$ cat src/rtl/conware_grid.sv
// -----------------------------------------------------------------------------
// conware_grid
//
// Conway's Game of Life engine with AXI-Stream video in and out. A frame of
// WIDTH*HEIGHT pixels (raster order, one pixel per beat) is loaded into the
// cur board. The engine then advances num_gens generations, one board row per
// clock, and streams the result back out as ALIVE_COLOR / DEAD_COLOR pixels.
//
// Optional build macro:
//   CONWARE_TORUS_EN  neighbour rows/columns wrap around (toroidal board).
//                     Undefined: cells outside the board count as dead.
//
// Parameters:
//   DWIDTH       stream data width, one pixel per beat
//   WIDTH        board columns (3..64)
//   HEIGHT       board rows (3..64)
//   ALIVE_COLOR  pixel emitted for a live cell
//   DEAD_COLOR   pixel emitted for a dead cell; any other input pixel is live
//
// Ports:
//   ACLK, ARESET        clock, synchronous active-high reset
//   S_AXIS_*            pixel input stream (TVALID/TREADY/TDATA/TLAST)
//   M_AXIS_*            pixel output stream (TVALID/TREADY/TDATA/TLAST/TKEEP/TSTRB)
//   num_gens            generations per frame, sampled on the last input beat
//   state               0 LOAD, 1 COMPUTE, 2 SEND
//   gen_ctr             generations completed in the current frame
//   frames_done         frames fully sent since reset (wraps)
//   frame_err           sticky: TLAST did not coincide with the last pixel
// -----------------------------------------------------------------------------
module conware_grid #(
    parameter int unsigned       DWIDTH      = 32,
    parameter int unsigned       WIDTH       = 8,
    parameter int unsigned       HEIGHT      = 8,
    parameter logic [DWIDTH-1:0] ALIVE_COLOR = 32'hFFFFFFFF,
    parameter logic [DWIDTH-1:0] DEAD_COLOR  = 32'h00000000
) (
    input  logic                  ACLK,
    input  logic                  ARESET,
    input  logic                  S_AXIS_TVALID,
    output logic                  S_AXIS_TREADY,
    input  logic [DWIDTH-1:0]     S_AXIS_TDATA,
    input  logic                  S_AXIS_TLAST,
    output logic                  M_AXIS_TVALID,
    input  logic                  M_AXIS_TREADY,
    output logic [DWIDTH-1:0]     M_AXIS_TDATA,
    output logic                  M_AXIS_TLAST,
    output logic [DWIDTH/8-1:0]   M_AXIS_TKEEP,
    output logic [DWIDTH/8-1:0]   M_AXIS_TSTRB,
    input  logic [7:0]            num_gens,
    output logic [1:0]            state,
    output logic [7:0]            gen_ctr,
    output logic [31:0]           frames_done,
    output logic                  frame_err
);

    localparam int unsigned NPIX = WIDTH * HEIGHT;
    localparam int unsigned PW   = $clog2(NPIX);
    localparam int unsigned RW   = $clog2(HEIGHT);

    localparam logic [1:0] StLoad    = 2'd0;
    localparam logic [1:0] StCompute = 2'd1;
    localparam logic [1:0] StSend    = 2'd2;

    // ---------------------------------------------------------------------
    // State
    // ---------------------------------------------------------------------
    logic [1:0]      state_q, state_d;
    logic [NPIX-1:0] cur_q, cur_d;
    logic [NPIX-1:0] nxt_q, nxt_d;
    logic [PW-1:0]   pix_idx_q, pix_idx_d;
    logic [PW-1:0]   out_idx_q, out_idx_d;
    logic [RW-1:0]   row_idx_q, row_idx_d;
    logic [7:0]      gen_ctr_q, gen_ctr_d;
    logic [7:0]      num_gens_q, num_gens_d;
    logic [31:0]     frames_done_q, frames_done_d;
    logic            frame_err_q, frame_err_d;

    // ---------------------------------------------------------------------
    // Handshakes
    // ---------------------------------------------------------------------
    logic s_tready;
    logic m_tvalid;
    logic s_beat;
    logic m_beat;
    logic pix_last;
    logic out_last;

    assign s_tready = (state_q == StLoad) && !ARESET;
    assign m_tvalid = (state_q == StSend);
    assign s_beat   = S_AXIS_TVALID && s_tready;
    assign m_beat   = m_tvalid && M_AXIS_TREADY;
    assign pix_last = (pix_idx_q == PW'(NPIX - 1));
    assign out_last = (out_idx_q == PW'(NPIX - 1));

    // ---------------------------------------------------------------------
    // Row neighbourhood of the row being computed
    // ---------------------------------------------------------------------
    logic [WIDTH-1:0] cur_rows [HEIGHT];

    for (genvar gr = 0; gr < HEIGHT; gr++) begin : g_rows
        assign cur_rows[gr] = cur_q[gr*WIDTH +: WIDTH];
    end

    logic             row_first;
    logic             row_last;
    logic [RW-1:0]    row_up_idx;
    logic [RW-1:0]    row_dn_idx;
    logic [WIDTH-1:0] row_up;
    logic [WIDTH-1:0] row_mid;
    logic [WIDTH-1:0] row_dn;

    assign row_first = (row_idx_q == '0);
    assign row_last  = (row_idx_q == RW'(HEIGHT - 1));

    always_comb begin
        row_up_idx = row_idx_q - RW'(1);
        row_dn_idx = row_idx_q + RW'(1);
        row_mid    = cur_rows[row_idx_q];
`ifdef CONWARE_TORUS_EN
        if (row_first) row_up_idx = RW'(HEIGHT - 1);
        if (row_last)  row_dn_idx = '0;
        row_up = cur_rows[row_up_idx];
        row_dn = cur_rows[row_dn_idx];
`else
        row_up = row_first ? '0 : cur_rows[row_up_idx];
        row_dn = row_last  ? '0 : cur_rows[row_dn_idx];
`endif
    end

    // Rows padded by one cell on each side: ext[c+1] is column c, ext[0] is
    // the column left of 0 and ext[WIDTH+1] the column right of WIDTH-1.
    logic [WIDTH+1:0] up_ext;
    logic [WIDTH+1:0] mid_ext;
    logic [WIDTH+1:0] dn_ext;

`ifdef CONWARE_TORUS_EN
    assign up_ext  = {row_up[0],  row_up,  row_up[WIDTH-1]};
    assign mid_ext = {row_mid[0], row_mid, row_mid[WIDTH-1]};
    assign dn_ext  = {row_dn[0],  row_dn,  row_dn[WIDTH-1]};
`else
    assign up_ext  = {1'b0, row_up,  1'b0};
    assign mid_ext = {1'b0, row_mid, 1'b0};
    assign dn_ext  = {1'b0, row_dn,  1'b0};
`endif

    // ---------------------------------------------------------------------
    // Life rule, all columns of the row in parallel
    // ---------------------------------------------------------------------
    logic [WIDTH-1:0] new_row;

    for (genvar gc = 0; gc < WIDTH; gc++) begin : g_cells
        logic [3:0] nbr_cnt;

        assign nbr_cnt = 4'(up_ext[gc])  + 4'(up_ext[gc+1])  + 4'(up_ext[gc+2]) +
                         4'(mid_ext[gc])                     + 4'(mid_ext[gc+2]) +
                         4'(dn_ext[gc])  + 4'(dn_ext[gc+1])  + 4'(dn_ext[gc+2]);

        assign new_row[gc] = (nbr_cnt == 4'd3) | (mid_ext[gc+1] & (nbr_cnt == 4'd2));
    end

    // ---------------------------------------------------------------------
    // Next-state logic
    // ---------------------------------------------------------------------
    always_comb begin
        state_d       = state_q;
        cur_d         = cur_q;
        nxt_d         = nxt_q;
        pix_idx_d     = pix_idx_q;
        out_idx_d     = out_idx_q;
        row_idx_d     = row_idx_q;
        gen_ctr_d     = gen_ctr_q;
        num_gens_d    = num_gens_q;
        frames_done_d = frames_done_q;
        frame_err_d   = frame_err_q;

        case (state_q)
            StLoad: begin
                if (s_beat) begin
                    cur_d[pix_idx_q] = (S_AXIS_TDATA != DEAD_COLOR);
                    pix_idx_d        = pix_idx_q + PW'(1);
                    if (S_AXIS_TLAST || pix_last) begin
                        num_gens_d = num_gens;
                        gen_ctr_d  = '0;
                        row_idx_d  = '0;
                        // Early TLAST or missing TLAST on the final pixel.
                        if (S_AXIS_TLAST != pix_last) frame_err_d = 1'b1;
                        state_d = (num_gens == 8'd0) ? StSend : StCompute;
                    end
                end
            end

            StCompute: begin
                for (int r = 0; r < HEIGHT; r++) begin
                    if (row_idx_q == RW'(r)) nxt_d[r*WIDTH +: WIDTH] = new_row;
                end
                row_idx_d = row_idx_q + RW'(1);
                if (row_last) begin
                    // cur stays frozen for the whole generation; swap in the
                    // finished board, including the row computed this cycle.
                    cur_d     = nxt_d;
                    row_idx_d = '0;
                    gen_ctr_d = gen_ctr_q + 8'd1;
                    if (gen_ctr_d == num_gens_q) state_d = StSend;
                end
            end

            StSend: begin
                if (m_beat) begin
                    out_idx_d = out_idx_q + PW'(1);
                    if (out_last) begin
                        frames_done_d = frames_done_q + 32'd1;
                        pix_idx_d     = '0;
                        out_idx_d     = '0;
                        gen_ctr_d     = '0;
                        // Clear so that cells of a short next frame read dead.
                        cur_d         = '0;
                        nxt_d         = '0;
                        state_d       = StLoad;
                    end
                end
            end

            default: state_d = StLoad;
        endcase
    end

    // ---------------------------------------------------------------------
    // Registers
    // ---------------------------------------------------------------------
    always_ff @(posedge ACLK) begin
        if (ARESET) begin
            state_q       <= StLoad;
            cur_q         <= '0;
            nxt_q         <= '0;
            pix_idx_q     <= '0;
            out_idx_q     <= '0;
            row_idx_q     <= '0;
            gen_ctr_q     <= '0;
            num_gens_q    <= '0;
            frames_done_q <= '0;
            frame_err_q   <= 1'b0;
        end else begin
            state_q       <= state_d;
            cur_q         <= cur_d;
            nxt_q         <= nxt_d;
            pix_idx_q     <= pix_idx_d;
            out_idx_q     <= out_idx_d;
            row_idx_q     <= row_idx_d;
            gen_ctr_q     <= gen_ctr_d;
            num_gens_q    <= num_gens_d;
            frames_done_q <= frames_done_d;
            frame_err_q   <= frame_err_d;
        end
    end

    // ---------------------------------------------------------------------
    // Outputs
    // ---------------------------------------------------------------------
    assign S_AXIS_TREADY = s_tready;
    assign M_AXIS_TVALID = m_tvalid;
    assign M_AXIS_TDATA  = m_tvalid ? (cur_q[out_idx_q] ? ALIVE_COLOR : DEAD_COLOR) : '0;
    assign M_AXIS_TLAST  = m_tvalid && out_last;
    assign M_AXIS_TKEEP  = '1;
    assign M_AXIS_TSTRB  = '1;
    assign state         = state_q;
    assign gen_ctr       = gen_ctr_q;
    assign frames_done   = frames_done_q;
    assign frame_err     = frame_err_q;

endmodule

$ cat config.mk
export PLATFORM = sky130hd
export DESIGN_NAME = conware_grid
export DESIGN_NICKNAME = d
export VERILOG_FILES = /design/src/rtl/conware_grid.sv
export SDC_FILE = /design/constraint.sdc
export NUM_CORES = 1
export LEC_CHECK = 0
export ABC_AREA = 0
export BUFFER_PORTS_ARGS = -buffer_cell sky130_fd_sc_hd__buf_4
export CORE_UTILIZATION = 60
export DETAILED_ROUTE_END_ITERATION = 12
export PLACE_DENSITY = 0.81
export SLEW_MARGIN = 20
export SYNTH_ARGS = -nofsm -noshare
export SYNTH_HDL_FRONTEND = slang
export SYNTH_SLANG_ARGS = --single-unit
$ cat constraint.sdc
create_clock -name ACLK -period 13.06 [get_ports ACLK]
set_input_delay 2.612 -clock ACLK [delete_from_list [all_inputs] [get_ports ACLK]]
set_output_delay 2.612 -clock ACLK [all_outputs]
set_load 0.02 [all_outputs]
* After elaboration in Yosys (flattened, before gate mapping)
Index checks and enable logic that the tools add are counted.
** Storage, ports and cells
- Register bits after elaboration :: 194
- Bits of input ports :: 45
- Output and inout bits :: 86
- Logic and storage cells :: 205
** Cells by class
- $add $sub $neg :: 55
- Order comparisons :: 6
- Equality and inequality tests :: 35
- Mux-type cells :: 55
- Bitwise operators :: 19
- Reduce and logical (&&, ||, !) cells :: 25
** Operators with widths (number)
- 2-to-1 mux 64 bit :: 4
- case mux 64 bit (3 select lines) :: 1
- 2-to-1 mux 8 bit :: 21
- case mux 64 bit (2 select lines) :: 1
- adder 4 x 1 -> 4 bit :: 28
- binary-select mux 8 bit (select 3 bit) :: 3
- bitwise mux 64 bit :: 1
- == test 4 x 2 -> 1 bit, second input constant :: 16
- 2-to-1 mux 32 bit :: 2
- adder 32 x 1 -> 32 bit, second input constant :: 1
- nonzero test 32 bit :: 1
- adder 3 x 1 -> 4 bit :: 7
- 2-to-1 mux 6 bit :: 4
- case mux 8 bit (3 select lines) :: 1
- adder 2 x 1 -> 3 bit :: 7
- adder 1 x 1 -> 2 bit :: 7
- < comparator 6 x 7 -> 1 bit, second input constant :: 2
- 2-to-1 mux 2 bit :: 7
- adder 6 x 1 -> 6 bit, second input constant :: 2
- == test 3 bit, second input constant :: 4
- == test 6 bit, second input constant :: 2
- >= comparator 4 bit, second input constant :: 3
- NOT 3 -> 4 bit :: 3
- case mux 6 bit (2 select lines) :: 1
- 33 further kinds :: 66

* Depth between registers and ports, before layout
- Word-level depth :: 19
- Gate-level depth with buffers :: 23
- Gate-level depth less buffers :: 19

* Least setup slack after synthesis
No wires, ideal clock.
- Path type :: flip-flop to output port
- Start point :: register out_idx_q[0]
- End point :: output M_AXIS_TDATA[10]
- Arrival :: 3.570 ns
- Data required time :: 10.448 ns
- Setup slack :: 6.878 ns
- Stages on the path, launching flop included :: 10
- Path buffers :: 3
- Path through :: dfxtp_1 > buf_2 > clkbuf_1 > mux4_2 > mux4_2 > nand2_1 > o311ai_0 > o21ai_0 > a21oi_1 > buf_4
** Between the ends
- Word-level cells in the longest chain between the ends :: 4
** Ends and longest elaborated chain
- start: declaration :: line 71 : logic [PW-1:0] out_idx_q, out_idx_d;
- start signal: assignment :: line 247 : out_idx_q <= out_idx_d;
- binary-select mux 1 bit (select 6 bit) :: line 261 : assign M_AXIS_TDATA = m_tvalid ? (cur_q[out_idx_q] ? ALIVE_COLOR : DEAD_COLOR) : '0;
- 2-to-1 mux 1 bit (implied by the code) :: line 261
- 2-to-1 mux 32 bit (2 in series) :: line 261
- end: declaration :: line 45 : output logic [DWIDTH-1:0] M_AXIS_TDATA,
No other way between the ends. The select of a mux whose other input is x is not followed.

* Final worst setup path
- Start point :: register row_idx_q[0]
- End point :: register nxt_q[25]
** Between the ends
- Word-level cells in the longest chain between the ends :: 18
- Elaborated cells between the ends (all ways) :: 32
- Classes of those cells :: add/sub: 9; eq/ne: 4; mux: 13; bitwise: 5; reduce/logical: 1
** Ends and longest elaborated chain
- start: declaration :: line 72 : logic [RW-1:0] row_idx_q, row_idx_d;
- start signal: assignment :: line 248 : row_idx_q <= row_idx_d;
- subtractor 3 x 1 -> 3 bit :: line 116 : row_up_idx = row_idx_q - RW'(1);
- NOT 3 -> 4 bit (implied by the code) :: line 125 : row_up = row_first ? '0 : cur_rows[row_up_idx];
- binary-select mux 8 bit (select 3 bit) :: line 125
- 2-to-1 mux 8 bit (implied by the code) (2 in series) :: line 125
- 2-to-1 mux 8 bit :: line 125
- adder 1 x 1 -> 2 bit :: line 154 : assign nbr_cnt = 4'(up_ext[gc]) + 4'(up_ext[gc+1]) + 4'(up_ext[gc+2]) +
- adder 2 x 1 -> 3 bit :: line 154
- adder 3 x 1 -> 4 bit :: line 154
- adder 4 x 1 -> 4 bit (2 in series) :: line 155 : 4'(mid_ext[gc]) + 4'(mid_ext[gc+2]) +
- adder 4 x 1 -> 4 bit (2 in series) :: line 156 : 4'(dn_ext[gc]) + 4'(dn_ext[gc+1]) + 4'(dn_ext[gc+2]);
- == test 4 x 2 -> 1 bit :: line 158 : assign new_row[gc] = (nbr_cnt == 4'd3) | (mid_ext[gc+1] & (nbr_cnt == 4'd2));
- bitwise AND 1 bit :: line 158
- bitwise OR 1 bit :: line 158
- 2-to-1 mux 8 bit * :: line 194 : if (row_idx_q == RW'(r)) nxt_d[r*WIDTH +: WIDTH] = new_row;
- case mux 64 bit (2 select lines) * :: line 176 : case (state_q)
- end signal: assignment :: line 245 : nxt_q <= nxt_d;
- end: declaration :: line 69 : logic [NPIX-1:0] nxt_q, nxt_d;
Mark *: on every way between the ends. The rest lies on a longest branch, timed or not. The select of a mux whose other input is x is not followed.
A chain may end at the register's enable or synchronous reset.

==> impl_metrics.tcl <==
set metrics [dict create \
    outcome "finished clean" \
    port_buffers 122 \
    ir_drop_uv 108.1 \
    vias 12260 \
    tns_ns 0 \
    timing_hold_violations_final 0 \
    clk_latency_ns 0.45 \
    drt-wirelength-per-cell_um 22.90 \
    cts.reportedPaths.clkPinSlew_ns 0.08 \
    die_h_um 149.6 \
    grt_max_degree 79 \
    holdWs_ns 0.4605 \
    drive_gt1_share_pct 19.53 \
    clock-skew-final_ns 0.01180 \
    power_density_nw_per_um2 176.2 \
    drt_iter0_drc 1708 \
    grt.total_usage_pct 37.95 \
    power.leakage_uw 0.005684 \
    drt-pass1-iter-count 6 \
    area_growth_pct 10.45 \
    final_common_cell "dfxtp_1" \
    tightest_slew_ns 1.131 \
    cpPeakStageDelay_ns 0.77 \
    ys_ff_latch 193 \
    crit_path_end_kind "register" \
    gp_congestion 1.014 \
    path_class "reg -> reg" \
    synth_area_leaders "dfxtp_1 (30%), mux4_2 (12%), a21oi_1 (4.7%)" \
    ys_async_sr_fraction_pct 0 \
    slowest_stage "clkinv_1" \
    htreeDepth 4 \
    hold_class "reg -> reg" \
    ys.warnings.count 0 \
    clockBufferDepth 2 \
    grt_overflow 0 \
    critical_path_buf_inv_count 4 \
    hpwl_um 29400 \
    cts_root_buf "clkbuf_16" \
    post_cts_buffers 0 \
    dp_cells 1779 \
    cp.arrival_ns 7.89 \
    cp_max_fo 40 \
    cts_hold_buf 0 \
    ys.flop_type "dfxtp_1" \
    cp.required_ns 13.45 \
    fmax_mhz 133.3 \
    synth_area_sq_um 13070 \
    start_util_pct 61.60 \
    rsz0062_at_grt "false" \
    min_period_over_period_pct 57.44 \
    maxCapViolations 0 \
    die_w_um 149.6 \
    rrSetupSlack_ns 5.56 \
    fp-row-count 53 \
    cts_resized 0 \
    crit_top_cell "fa_1" \
    path_cells "buf_4 > clkinv_1 > ha_1 > xnor2_2 > mux4_2 > mux2_2 > nand2_1 > fa_1 > fa_1 > inv_1 > fa_1 > inv_1 > fa_1 > a21oi_1 > o21ai_0 > nor2_1 > a22o_1" \
    fin_ws_ns 5.559 \
    dieArea_sq_um 22380 \
    avgViaCountPerCell 6.764 \
    synth_top_area_cell "dfxtp_1" \
    slew_headroom_pct 24.42 \
    cts_tree "built" \
    ys_seq_area_share_pct 29.56 \
    stdcell_count 1813 \
    antenna_found_initial 1 \
    nets 1631 \
    clock-sinks 193 \
    routed_wl_um 41510 \
    final_cell_mix "dfxtp_1 (192), buf_4 (142), nor2_1 (141)" \
    ant_nets 0 \
    core_sq_um 21220 \
    maxSlewViolCount 0 \
    synth_edf_count 0 \
    setup_viol 0 \
    synth.avg_cell_area_sq_um 8.703 \
    synth_cells 1502 \
    grt_pass1_vias 11410 \
    yosysUniqueCellTypes 65 \
    synth_top_area_share_pct 29.56 \
    pin_count 131 \
    grt_first_pass_wirelength_um 64510 \
    finalCriticalPeriod_ns 7.501 \
    drc 0 \
    worst_path_dominant_cell_family "adder cells" \
    cp-start-kind "register" \
    numCtsBuffers 17 \
    dp_slack_ns 5.633 \
]
worst min-delay path, delay by kind of cell (launching register included):
kind	cells	cell delay, ns
flops	1	0.33
compound gates	1	0.05
simple gates	1	0.05
layer usage:
metal / vias to the layer above / global-route usage [%] / part of all wire (%)
met5: - / 0 / 0
met4: 0 / 21.22 / 5.1
met3: 162 / 11.31 / 13
met2: 805 / 54.84 / 43
met1: 5835 / 50.52 / 39
li1: 5462 / - / -
logic make-up after synthesis:
family          count (synthesis)  share of synthesized area, %
flops                         193                         29.56
xor+xnor                       44                         3.005
other cells                     1                       0.02869
compound gates                433                         21.43
mux                           109                         14.89
fa+ha+maj                      63                         7.638
simple gates                  454                         16.21
buf+inv                       205                         7.236
cells in the mapped netlist, types with 11 or more instances:
master and n:
a211oi_1 37, a21o_1 42, a21oi_1 123, a22o_1 21, a31oi_1 19, and2_1 11, buf_2 12, buf_4 39
clkbuf_1 84, dfxtp_1 193, fa_1 28, ha_1 35, inv_1 55, mux2_2 14, mux2i_1 28, mux4_2 67
nand2_1 140, nand3_1 36, nand4_1 14, nor2_1 142, nor2b_1 13, nor3_1 21, nor4_1 12, o211ai_1 12
o21ai_0 107, o221a_2 18, or3_1 12, xnor2_1 17, xor2_1 26
final timing paths:
check / end / depth (start not counted) / start
min: nxt_q[32] / 2 / nxt_q[32]
min reg2reg: nxt_q[32] / 2 / nxt_q[32]
max: nxt_q[25] / 17 / row_idx_q[0]
max reg2reg: nxt_q[25] / 17 / row_idx_q[0]
cell type report:
class                      count  area (sq um)
multi-input combinational   1111          8338
fill                        1715          6782
sequential                   193          3865
timing repair buffer         142          1066
clock buffer                  18         439.2
tap                          275         344.1
inverter                      58         217.7
clock inverter                14         163.9
antenna                        2         5.005
report_power, final:
part | total (uW) | internal, uW | leakage [uW] | switching (uW)
clock network | 535 | 263 | 0.000290 | 272
registers | 798 | 660 | 0.00156 | 138
logic | 1210 | 477 | 0.00383 | 735
total | 2540 | 1400 | 0.00568 | 1140
stage by stage:
step                      util [%]  instance area [sq um]  power (uW)
after global placement       65.08                  13810        1936
final                        68.04                  14440        2544
after global routing         68.02                  14430        2673
after CTS                    67.92                  14410        2495
after detailed placement     65.08                  13810        1963
after floorplan                  -                  13100        1643
Power figures use the tool's default switching activity.
